$ cat src/rtl/parking_pkg.sv
// Shared types and default constants for the parking gate controller and
// the Debouncer top-level integration.
package parking_pkg;

    typedef enum logic [1:0] {
        GATE_IDLE = 2'd0,
        GATE_OPEN = 2'd1,
        GATE_HOLD = 2'd2
    } gate_state_e;

    localparam int DEFAULT_CAPACITY         = 8;
    localparam int DEFAULT_COUNT_W          = 4;
    localparam int DEFAULT_GATE_HOLD_CYCLES = 4000;

endpackage

$ cat src/rtl/parking_gate_fsm.sv
// One barrier direction: sensor edge detection, gate state machine and
// post-vehicle hold timer. The parent decides whether a rising edge is accepted.
module parking_gate_fsm
    import parking_pkg::*;
#(
    parameter int GATE_HOLD_CYCLES = DEFAULT_GATE_HOLD_CYCLES,
    parameter int HOLD_W           = $clog2(GATE_HOLD_CYCLES + 1)
) (
    input  logic clk,
    input  logic reset,
    input  logic sensor_i,
    input  logic accept_i,
    output logic rise_o,
    output logic gate_open_o
);

    localparam logic [HOLD_W-1:0] HOLD_LOAD = HOLD_W'(GATE_HOLD_CYCLES - 1);
    localparam logic [HOLD_W-1:0] HOLD_ZERO = HOLD_W'(0);
    localparam logic [HOLD_W-1:0] HOLD_ONE  = HOLD_W'(1);

    logic              sensor_q;
    gate_state_e       state_q, state_d;
    logic [HOLD_W-1:0] hold_q, hold_d;
    logic              gate_open_q;

    assign rise_o      = sensor_i & ~sensor_q;
    assign gate_open_o = gate_open_q;

    // Next-state and hold-counter logic for the barrier.
    always_comb begin
        state_d = state_q;
        hold_d  = hold_q;
        case (state_q)
            GATE_IDLE: begin
                if (accept_i) state_d = GATE_OPEN;
                else          state_d = GATE_IDLE;
            end
            GATE_OPEN: begin
                if (accept_i) begin
                    state_d = GATE_OPEN;
                end else if (!sensor_i) begin
                    state_d = GATE_HOLD;
                    hold_d  = HOLD_LOAD;
                end else begin
                    state_d = GATE_OPEN;
                end
            end
            GATE_HOLD: begin
                // A newly accepted vehicle restarts the open phase; a refused one does not.
                if (accept_i) begin
                    state_d = GATE_OPEN;
                    hold_d  = HOLD_ZERO;
                end else if (hold_q == HOLD_ZERO) begin
                    state_d = GATE_IDLE;
                end else begin
                    hold_d  = hold_q - HOLD_ONE;
                end
            end
            default: begin
                state_d = GATE_IDLE;
                hold_d  = HOLD_ZERO;
            end
        endcase
    end

    // State, edge-detect and registered gate command; reset captures the live sensor level.
    always_ff @(posedge clk) begin
        if (reset) begin
            sensor_q    <= sensor_i;
            state_q     <= GATE_IDLE;
            hold_q      <= HOLD_ZERO;
            gate_open_q <= 1'b0;
        end else begin
            sensor_q    <= sensor_i;
            state_q     <= state_d;
            hold_q      <= hold_d;
            gate_open_q <= (state_d != GATE_IDLE);
        end
    end

endmodule

$ cat src/rtl/parking_gate_ctrl.sv
// Parking lot occupancy tracking with entry/exit acceptance arbitration and
// the two barrier controllers.
module parking_gate_ctrl
    import parking_pkg::*;
#(
    parameter int CAPACITY         = DEFAULT_CAPACITY,
    parameter int COUNT_W          = DEFAULT_COUNT_W,
    parameter int GATE_HOLD_CYCLES = DEFAULT_GATE_HOLD_CYCLES,
    parameter int HOLD_W           = $clog2(GATE_HOLD_CYCLES + 1)
) (
    input  logic               clk,
    input  logic               reset,
    input  logic               entry_sensor,
    input  logic               exit_sensor,
    output logic [COUNT_W-1:0] occupancy,
    output logic               full,
    output logic               empty,
    output logic               entry_gate_open,
    output logic               exit_gate_open,
    output logic               entry_reject,
    output logic               exit_error
);

    localparam logic [COUNT_W-1:0] CAP_C  = COUNT_W'(CAPACITY);
    localparam logic [COUNT_W-1:0] ZERO_C = COUNT_W'(0);
    localparam logic [COUNT_W-1:0] ONE_C  = COUNT_W'(1);

    logic               entry_rise_s, exit_rise_s;
    logic               arr_ok_s, dep_ok_s;
    logic [COUNT_W-1:0] occupancy_q, occupancy_d;
    logic               full_q, empty_q, entry_reject_q, exit_error_q;

    parking_gate_fsm #(
        .GATE_HOLD_CYCLES (GATE_HOLD_CYCLES),
        .HOLD_W           (HOLD_W)
    ) u_entry_gate (
        .clk         (clk),
        .reset       (reset),
        .sensor_i    (entry_sensor),
        .accept_i    (arr_ok_s),
        .rise_o      (entry_rise_s),
        .gate_open_o (entry_gate_open)
    );

    parking_gate_fsm #(
        .GATE_HOLD_CYCLES (GATE_HOLD_CYCLES),
        .HOLD_W           (HOLD_W)
    ) u_exit_gate (
        .clk         (clk),
        .reset       (reset),
        .sensor_i    (exit_sensor),
        .accept_i    (dep_ok_s),
        .rise_o      (exit_rise_s),
        .gate_open_o (exit_gate_open)
    );

    // Both decisions look at the pre-update count, so simultaneous events never wrap it.
    always_comb begin
        arr_ok_s    = entry_rise_s && (occupancy_q != CAP_C);
        dep_ok_s    = exit_rise_s  && (occupancy_q != ZERO_C);
        occupancy_d = occupancy_q;
        case ({arr_ok_s, dep_ok_s})
            2'b10:   occupancy_d = occupancy_q + ONE_C;
            2'b01:   occupancy_d = occupancy_q - ONE_C;
            default: occupancy_d = occupancy_q;
        endcase
    end

    // Registered count, status flags and one-cycle fault pulses.
    always_ff @(posedge clk) begin
        if (reset) begin
            occupancy_q    <= ZERO_C;
            full_q         <= 1'b0;
            empty_q        <= 1'b1;
            entry_reject_q <= 1'b0;
            exit_error_q   <= 1'b0;
        end else begin
            occupancy_q    <= occupancy_d;
            full_q         <= (occupancy_d == CAP_C);
            empty_q        <= (occupancy_d == ZERO_C);
            entry_reject_q <= entry_rise_s && !arr_ok_s;
            exit_error_q   <= exit_rise_s && !dep_ok_s;
        end
    end

    assign occupancy    = occupancy_q;
    assign full         = full_q;
    assign empty        = empty_q;
    assign entry_reject = entry_reject_q;
    assign exit_error   = exit_error_q;

endmodule

$ cat config.mk
export PLATFORM = sky130hd
export DESIGN_NAME = parking_gate_ctrl
export DESIGN_NICKNAME = d
export VERILOG_FILES = /design/src/rtl/parking_pkg.sv /design/src/rtl/parking_gate_fsm.sv /design/src/rtl/parking_gate_ctrl.sv
export SDC_FILE = /design/constraint.sdc
export NUM_CORES = 1
export LEC_CHECK = 0
export BUFFER_PORTS_ARGS = -buffer_cell sky130_fd_sc_hd__buf_2
export CAP_MARGIN = 20
export CORE_MARGIN = 4
export CORE_UTILIZATION = 30
export DETAILED_ROUTE_END_ITERATION = 7
export GPL_TIMING_DRIVEN = 0
export SYNTH_ARGS = -nofsm -noshare
export SYNTH_HDL_FRONTEND = slang
export SYNTH_SLANG_ARGS = --single-unit
export TNS_END_PERCENT = 5
$ cat constraint.sdc
create_clock -name clk -period 2.7 [get_ports clk]
set_clock_uncertainty 0.05 [all_clocks]
set_input_delay 0 -clock clk [delete_from_list [all_inputs] [get_ports clk]]
set_output_delay 0 -clock clk [all_outputs]
set_load 0.02 [all_outputs]
After elaboration in Yosys (flattened, before gate mapping)

Cells that the tools add are included.

Output and inout bits: 10
Register bits after elaboration: 40
Input bits: 4

Equal/unequal tests: 14
Mux-type cells: 23
Add/subtract/negate cells: 4
Reductions and logical operators: 16
Bitwise gates (word level): 6

Operators with widths:

| cell                                               | number |
|---|---|
| two-way mux 12 bit                                 | 8 |
| case mux 12 bit (3 select lines)                   | 2 |
| zero test 12 bit                                   | 2 |
| subtractor 12 x 1 -> 12 bit, second input constant | 2 |
| two-way mux 2 bit                                  | 8 |
| case mux 2 bit (3 select lines)                    | 2 |
| != test 2 bit, second input constant               | 4 |
| case mux 4 bit (2 select lines)                    | 1 |
| AND reduction 4 bit                                | 2 |
| == test 2 x 1 -> 1 bit, second input constant      | 3 |
| == test 2 bit, second input constant               | 3 |
| != test 3 bit, second input constant               | 2 |
| adder 4 x 1 -> 4 bit, second input constant        | 1 |
| == test 4 bit, second input constant               | 1 |
| logical AND 1 bit                                  | 4 |
| zero test 2 bit                                    | 2 |
| zero test 4 bit                                    | 1 |
| != test 4 bit, second input constant               | 1 |
| inverter 1 bit                                     | 4 |
| nonzero test 2 bit                                 | 2 |
| nonzero test 4 bit                                 | 1 |
| subtractor 4 x 1 -> 4 bit, second input constant   | 1 |
| AND 1 bit                                          | 2 |
| zero test 1 bit                                    | 2 |
| two-way mux 1 bit                                  | 2 |

Longest topological paths before layout

Gate-level depths: netlist of the first run.

Depth after elaboration: 6
Depth in mapped cells: 11

By module

From an unflattened synthesis of the first run, not the netlist that was laid out.

Cells, all modules: 307
Area, all modules: 2585.0 µm²

Modules (own cells, without submodules):

| module            | seq. area each (µm²) | cells each | area each (µm²) | instances |
|---|---|---|---|---|
| parking_gate_fsm  | 320.3                | 125        | 1037.2          | 2 |
| parking_gate_ctrl | 160.2                | 57         | 510.5           | 1 |

Least setup slack after synthesis of the first run

OpenSTA, ideal clock, no wires.

Kind: register to register
Start: register occupancy_q[0] (netlist: occupancy[0])
End: register full_q (netlist: full)
Path buffers: 1
Arrival: 2425 ps
Path slack: 133 ps
Clock period less this slack: 2567 ps
Library setup time: 91 ps
Data required time: 2559 ps
Stages on the path, launching flop included: 12
Cell sequence: dfxtp_1 clkbuf_1 nor4b_2 or2_1 ha_1 xor2_1 ha_1 a21oi_1 xor2_1 nor2_1 xnor2_1 nor4bb_1

Longest elaborated chain between the ends: 5
Elaborated cells between the ends (all ways): 10
Classes of those cells: add/sub (2); eq/ne (4); mux (1); reduce/logical (3)

RTL lines:

| item                                                           | RTL line                                         | RTL |
|---|---|---|
| start, declared                                                | parking_gate_ctrl.sv:30                          | `logic [COUNT_W-1:0] occupancy_q, occupancy_d;` |
| start signal, assigned                                         | parking_gate_ctrl.sv:78                          | `occupancy_q <= occupancy_d;` |
| != test 4 bit / nonzero test 4 bit (equally long branches)     | parking_gate_ctrl.sv:59, parking_gate_ctrl.sv:60 |  |
| logical AND 1 bit, on equally long branches                    | parking_gate_ctrl.sv:59, parking_gate_ctrl.sv:60 |  |
| == test 2 x 1 -> 1 bit / == test 2 bit (equally long branches) | parking_gate_ctrl.sv:62                          | `case ({arr_ok_s, dep_ok_s})` |
| case mux 4 bit (2 select lines) *                              | parking_gate_ctrl.sv:62                          |  |
| == test 4 bit *                                                | parking_gate_ctrl.sv:79                          | `full_q <= (occupancy_d == CAP_C);` |
| end signal, assigned                                           | parking_gate_ctrl.sv:79                          |  |
| end, declared                                                  | parking_gate_ctrl.sv:31                          | `logic full_q, empty_q, entry_reject_q, exit_error_q;` |

Mark *: on every way between the ends. The rest lies on a longest branch, timed or not.
A chain may end at the register's enable or synchronous reset.

Worst setup path in the final report of the first run

Start: register occupancy_q[1] (netlist: occupancy[1])
End: register full_q (netlist: full)

The elaborated chain is that of the path after synthesis.

==> results of run 1 <==
metrics by stage:
step           area (sq um)  power, mW  hold slack (ps)
2_1_floorplan          2333     0.8263           -22.28
3_3_place_gp           2522     0.8857            120.3
3_5_place_dp           2522     0.8874            121.8
4_1_cts                2634      1.282            115.0
5_1_grt                2685      1.361            155.9
6_report               2685      1.285            118.7
cell usage in the layout (no fill, tap or decap), drive strengths merged, types with 2 or more instances in the layout:
cell,Yosys,routed
a41oi,2,2
xnor2,3,3
and2,2,2
or4,4,4
or3,8,8
o22ai,3,3
ha,15,15
nand3,4,4
o32ai,6,6
nor2,27,27
a32oi,2,2
o21ai,17,17
nor4,10,10
nand3b,2,2
or3b,2,2
clkbuf,10,14
nand4,4,4
nand2b,5,5
nor4b,2,2
a31oi,4,4
a22o,2,2
or2,3,3
dlygate4sd3,0,2
buf,3,19
and3,3,3
o21a,3,3
nor3,10,10
dfxtp,40,40
inv,20,20
a221o,3,3
nand2,11,11
a21oi,26,26
o2bb2ai,4,4
xor2,5,5
per-layer routing:
layer	global-route usage, %	share of wire (%)	vias to the layer above
li1	-	-	1073
met1	16.33	50	1020
met2	19.55	46	41
met3	2.658	3.5	4
met4	3.910	1.1	0
met5	0	0	-
kinds of logic (layout without fill, tap and decap cells):
logic type	after synthesis	count (layout)	synth area share (%)
AOI/OAI and AO/OA	82	82	24.45
xor gates and xnor gates	8	8	3.003
adders and majority gates	15	15	8.043
buffers and inverters	33	57	5.469
DFF	40	40	34.32
muxes	1	1	0.4290
and+or+nand+nor	100	100	24.29
flip-flops by register name (all words and copies together), names as in the netlist:
name / flops
empty: 1
entry_reject: 1
exit_error: 1
full: 1
occupancy: 4
u_entry_gate.gate_open_o: 1
u_entry_gate.hold_q: 12
u_entry_gate.sensor_q: 1
u_entry_gate.state_q: 2
u_exit_gate.gate_open_o: 1
u_exit_gate.hold_q: 12
u_exit_gate.sensor_q: 1
u_exit_gate.state_q: 2
worst max-delay path: cells and delay by family, from the launching register on:
| kind | cells | cell delay, ps |
|---|---|---|
| simple gates | 4 | 780 |
| xor+xnor | 3 | 500 |
| fa+ha+maj | 2 | 390 |
| flops | 1 | 310 |
| compound gates | 1 | 140 |
| buf+inv | 1 | 200 |
how the worst max path moves through the flow:
stage / start / end / slack (ps) / cells after the start
finish: occupancy[1]$_SDFF_PP0_ / full$_SDFF_PP0_ / 240 / 11
global route: occupancy[1]$_SDFF_PP0_ / full$_SDFF_PP0_ / 40 / 11
CTS: occupancy[1]$_SDFF_PP0_ / full$_SDFF_PP0_ / 7 / 11
detailed placement: occupancy[0]$_SDFF_PP0_ / full$_SDFF_PP0_ / -20 / 11
global placement: occupancy[1]$_SDFF_PP0_ / full$_SDFF_PP0_ / -20 / 11
floorplan: occupancy[0]$_SDFF_PP0_ / full$_SDFF_PP0_ / 130 / 11
power by group:
| part | switching (mW) | internal, mW |
|---|---|---|
| logic | 0.165 | 0.109 |
| clock network | 0.213 | 0.175 |
| registers | 0.0119 | 0.611 |
repair_timing:
action | CTS | global route
setup endpoints to repair | 1 | 3
resized for setup | 2 | 11
hold buffers | 2 | 0
pin swaps | 0 | 3
hold endpoints to repair | 2 | 0
buffers inserted | 0 | 2
gates cloned | 0 | 0
final cells by class:
class	count	area [sq um]	share of cell area [%]
buffer	13	56.30	2.097
tap	99	123.9	4.613
sequential	40	800.8	29.82
multi-input combinational	206	1448	53.91
inverter	20	75.07	2.796
clock inverter	2	12.51	0.4660
clock buffer	5	68.82	2.563
timing repair buffer	17	100.1	3.728
==> metrics.md, run 1 <==
| Metric | Value |
|---|---|
| Slew of the pin with the lowest slew margin | around 960 ps |
| Post-layout min period | about 2500 ps |
| Cell with the largest stage delay on the worst path | nor4_4 |
| Worst IR Drop VDD | ~0.29 mV |
| Htree depth | 2 |
| Synthesized flop and latch total | 40 |
| Routed Antenna Nets | 0 |
| Critical R2R Capture | full$_SDFF_PP0_ |
| Fill count | around 760 |
| First-pass GRT wire length | around 9 mm |
| Diode count | 0 |
| Placed Cells | around 390 |
| Util after Layout | 36.24% |
| Final worst slack | about 240 ps |
| Pre-CTS WS | -20.66 ps |
| Post-Syn Area | 0.002333 sq mm |
| Port buffer count | 13 |
| Worst path most repeated cell | xor2_1 |
| Vert. Die Dim | slightly below 100 microns |
| Distinct cells, synth | 53 |
| Max Fclk | slightly above 0.4 GHz |
| DR vias/cell | around 5.3 |
| DRT Wirelength | roughly 5.5 mm |
| Ys async rst share | 0% |
| Crit Path Class | register to register |
| Clk pin slew, worst setup/hold paths | 80 ps |
| Relative slew slack | 35.63% |
| Routed len/inst | 13.59 microns |
| IO Count | 14 |
| Worst EP required | approximately 2900 ps |
| Area growth syn-to-layout | 15.07% |
| Launch instance of the worst register-to-register path | occupancy[1]$_SDFF_PP0_ |
| Setup TNS | 0 ps |
| Lkg Pwr | ~1.1 nW |
| Hold Path Stages | 3 |
| First drt pass iteration count | 4 |
| Layout cell share with drive strength beyond 1 | a little over an eighth |
| Power Dens Cells | ~480 mW/mm^2 |
| Cell with the most instances after synthesis | dfxtp_1 |
| Clk buf depth | 2 |
| Tcrit/Tclk final | around nine tenths |
| Worst reg-to-reg path cell count | 11 |
| Global-route usage over all layers | between 10% and 20% |
| Max Slew Vio Count | 0 |
| Finished Layout Cells | about 400 |
| CP Launch Type | register |
| DIE WIDTH | 96.20 microns |
| Die ar. | roughly 0.009 sq mm |
| CTS Sinks | 40 |
| Total number of vias | between 2000 and 2500 |
| Dominant cell type by area after synthesis | dfxtp_1 |
| TritonCTS buffer count | 5 |
| Status | finished clean |
| Clock Latency Late Sink | between 200 and 300 ps |
| GPL Wtd Cong | roughly 0.8 |
| Max-Cap Viols | 0 |
| Number of synthesized flops with an enable pin | 0 |
| Nets | 322 |
| Area of the core | about 0.0074 sq mm |
| DRC Markers | 0 |
| CP Capture Type | register |
| Top cells by area, synth | dfxtp_1 34%, ha_1 8.0%, a21oi_1 5.6% |
| Class of the worst hold path | input port to register |
| Syn nets | 298 |
| Initial DRC count | about 140 |
| Row count | 31 |
| Crit Path Max Fanout | 9 |
| Initial antenna violation count | 0 |
| Largest net degree at the start of global routing | 13 |
| CTS tree | built |
| Worst R2R Setup Slack | 240 ps |
| Final Hold Vio Count | 0 |
| CP Data Arrival Time | 2610 ps |
| Finish-stage setup viols | 0 |
| Worst Hold Endpoint | u_exit_gate.hold_q[6]$_SDFFE_PP0P_ |
| Placed wire-length estimate | ~3.9 mm |
| Synth top area share | between 30% and 40% |
| Register area share after synthesis | 34.32% |
| Grt ovf | 0 |
| Clock root buffer | clkbuf_8 |
| Synthesized instance count | between 200 and 300 |
| Commonest cells in the synthesized netlist | 40 x dfxtp_1, 27 x nor2_1, 26 x a21oi_1 |
| Primary FF master, synth | dfxtp_1 |
| Cells along the critical path | clkbuf_2, nor4_4, nor2_1, ha_4, xor2_1, ha_1, a21oi_1, xor2_1, nor2_2, xnor2_2, nor4bb_1 |
| Starting Density | around a third |
| RSZ-0062 raised after global routing | no |
| Vias in the first global route | 2003 |
| Synth Warn # | 0 |
| Min-delay src | reset |
| CP max stage delay | approximately 350 ps |
| Syn avg cell area | approximately 8.4 sq um |
(Power assumes the default switching activity.)
==> run 2: changes to the inputs <==
--- a/config.mk
+++ b/config.mk
@@ -11,6 +11,7 @@
 export CORE_UTILIZATION = 30
 export DETAILED_ROUTE_END_ITERATION = 7
 export GPL_TIMING_DRIVEN = 0
+export RECOVER_POWER = 25
 export SYNTH_ARGS = -nofsm -noshare
 export SYNTH_HDL_FRONTEND = slang
 export SYNTH_SLANG_ARGS = --single-unit
==> run 2 against run 1 <==
Net effect: flip-flop and latch count unchanged; count of clock-buffer cells in the layout unchanged; global-route usage unchanged; clock power increased by 1%; routed wire length increased by 0.27%; non-clock buffer count unchanged; total power decreased by 0.12%.
==> metrics.md, run 2 (synthesis gave the netlist of run 1 again) <==
| Metric | Value |
|---|---|
| Total number of vias | 2132 (-0.28%) |
| DR vias/cell | 5.303 (-0.28%) |
| Final worst slack | 237.8 ps (-1.171 ps) |
| Area of the core | 0.007408 sq mm (unchanged) |
| Clk pin slew, worst setup/hold paths | 80 ps (about the same) |
| Most common cell after layout, fill and taps aside | dfxtp_1 |
| Launch instance of the worst register-to-register path | occupancy[1]$_SDFF_PP0_ |
| Worst R2R Setup Slack | 240 ps (about the same) |
| Starting Density | 31.50% (unchanged) |
| Tcrit/Tclk final | 91.19% (about the same) |
| Slew of the pin with the lowest slew margin | 973.6 ps (+16.91 ps) |
| Cell with the largest stage delay on the worst path | nor4_4 |
| Initial DRC count | 137 (-1.4%) |
| Pre-CTS WS | -20.66 ps (unchanged) |
| CP max stage delay | 350 ps (about the same) |
| Commonest cells after routing, fill and taps aside | 40 x dfxtp_1, 26 x nor2_1, 26 x a21oi_1 |
| Clock root buffer | clkbuf_8 |
| Crit Path Max Fanout | 9 (unchanged) |
| Post-layout min period | 2462 ps (+1.171 ps) |
| Vias in the first global route | 2003 (unchanged) |
| Max Fclk | 0.4061 GHz (about the same) |
| Switch share | 30.61% (+0.29 points) |
| Worst reg-to-reg path cell count | 11 (unchanged) |
| Global-route usage over all layers | 12.25% (unchanged) |
| P_sw | 0.3930 mW (+0.82%) |
| Vert. Die Dim | 96.20 microns (unchanged) |
| Worst path most repeated cell | xor2_1 |
| GPL Wtd Cong | 0.7985 (unchanged) |
| Htree depth | 2 (unchanged) |
| Power Dens Cells | 480.7 mW/mm^2 (+0.44%) |
| Class of the worst hold path | input port to register |
| Hold Path Stages | 3 (unchanged) |
| Lkg Pwr | 1.011 nW (-4.3%) |
| Min-delay src | reset |
| DIE WIDTH | 96.20 microns (unchanged) |
| Die ar. | 0.009253 sq mm (unchanged) |
| Worst EP required | 2850 ps (about the same) |
| Initial antenna violation count | 0 (unchanged) |
| Area growth syn-to-layout | 14.42% |
| Critical R2R Capture | full$_SDFF_PP0_ |
| Max-Cap Viols | 0 (unchanged) |
| Clk pwr share | 30.5% (+0.3 points) |
| Worst Hold Endpoint | u_exit_gate.hold_q[6]$_SDFFE_PP0P_ |
| Fill count | 765 (+1.1%) |
| DRT Wirelength | 5.477 mm (+0.27%) |
| Comb pwr share | 20.9% (-0.4 points) |
| CTS tree | built |
| Fin area | 0.002670 sq mm (-0.56%) |
| CTS Sinks | 40 (unchanged) |
| RSZ-0062 raised after global routing | no |
| Grt ovf | 0 (unchanged) |
| Port buffer count | 13 (unchanged) |
| First-pass GRT wire length | 9.094 mm (unchanged) |
| CP Capture Type | register |
| Routed Antenna Nets | 0 (unchanged) |
| Seq pwr share | 48.6% (about the same) |
| Largest net degree at the start of global routing | 13 (unchanged) |
| Placed wire-length estimate | 3.871 mm (unchanged) |
| Clock Latency Late Sink | 290 ps (about the same) |
| P_int | 0.8906 mW (-0.53%) |
| Max Slew Vio Count | 0 (unchanged) |
| Worst IR Drop VDD | 0.2827 mV (-0.95%) |
| Clk buf depth | 2 (unchanged) |
| Setup TNS | 0 ps (unchanged) |
| CP Data Arrival Time | 2620 ps (about the same) |
| Row count | 31 (unchanged) |
| DRC Markers | 0 (unchanged) |
| Cells along the critical path | clkbuf_2, nor4_4, nor2_1, ha_4, xor2_1, ha_1, a21oi_1, xor2_1, nor2_2, xnor2_2, nor4bb_1 |
| IO Count | 14 (unchanged) |
| Diode count | 0 (unchanged) |
| First drt pass iteration count | 4 (unchanged) |
| Relative slew slack | 34.50% (-1.1 points) |
| Finish-stage setup viols | 0 (unchanged) |
| Status | finished clean |
| TritonCTS buffer count | 5 (unchanged) |
| CP Launch Type | register |
| Placed cell area | 0.002522 sq mm (unchanged) |
| Crit Path Class | register to register |
| Layout cell share with drive strength beyond 1 | 9.571% (-4.0 points) |
| Final Hold Vio Count | 0 (unchanged) |
| Nets | 322 (unchanged) |
| Routed len/inst | 13.62 microns (+0.27%) |
run 2: cell type report:
cell class	count	area (sq um)	share of cell area [%]
timing repair buffer	17	85.08	3.187
inverter	20	75.07	2.812
clock inverter	2	12.51	0.4686
multi-input combinational	206	1448	54.22
tap	99	123.9	4.639
clock buffer	5	68.82	2.577
sequential	40	800.8	29.99
buffer	13	56.30	2.109
run 2: timing repair:
action | in CTS | in global routing
setup endpoints to repair | 1 | 3
setup buffers | 0 | 2
pin swaps | 0 | 3
gates cloned | 0 | 0
hold buffers | 2 | 0
hold endpoints to repair | 2 | 0
gates resized for setup | 2 | 11
run 2: critical path, delay by kind of cell, from the launching register on:
family | cells | cell delay (ps)
AO/OA/AOI/OAI | 1 | 140
XOR/XNOR | 3 | 500
adder cells (fa/ha/maj) | 2 | 390
buffers and inverters | 1 | 200
flip-flops | 1 | 310
AND/OR/NAND/NOR | 4 | 780
run 2: how the worst max path moves through the flow:
stage                            start         endpoint  slack [ps]  cells past startpoint
2_1_floorplan  occupancy[0]$_SDFF_PP0_  full$_SDFF_PP0_         130                     11
3_3_place_gp   occupancy[1]$_SDFF_PP0_  full$_SDFF_PP0_         -20                     11
3_5_place_dp   occupancy[0]$_SDFF_PP0_  full$_SDFF_PP0_         -20                     11
4_1_cts        occupancy[1]$_SDFF_PP0_  full$_SDFF_PP0_           7                     11
5_1_grt        occupancy[1]$_SDFF_PP0_  full$_SDFF_PP0_          30                     11
6_report       occupancy[1]$_SDFF_PP0_  full$_SDFF_PP0_         240                     11
run 2: layer usage:
metal	vias up	routed length [microns]	track usage, %
li1	1070	-	-
met1	1018	2735	16.33
met2	37	2506	19.55
met3	7	157	2.658
met4	0	77	3.910
met5	-	0	0
run 2: stage by stage:
step | utilization, % | hold slack (ps) | power, mW | instances
after floorplan | - | -22.28 | 0.8263 | 279
after global placement | 34.05 | 120.3 | 0.8857 | 391
after detailed placement | 34.05 | 121.8 | 0.8874 | 391
after CTS | 35.55 | 115.0 | 1.282 | 400
after global routing | 36.04 | 155.9 | 1.357 | 402
final | 36.04 | 116.1 | 1.284 | 402
run 2: power groups by stage:
stage | sequential, mW | clock, mW | combinational [mW]
floorplan | 0.656 | 0 | 0.171
detailed placement | 0.637 | 0 | 0.251
CTS | 0.623 | 0.400 | 0.258
global placement | 0.636 | 0 | 0.249
finish | 0.623 | 0.392 | 0.269
global route | 0.626 | 0.428 | 0.302
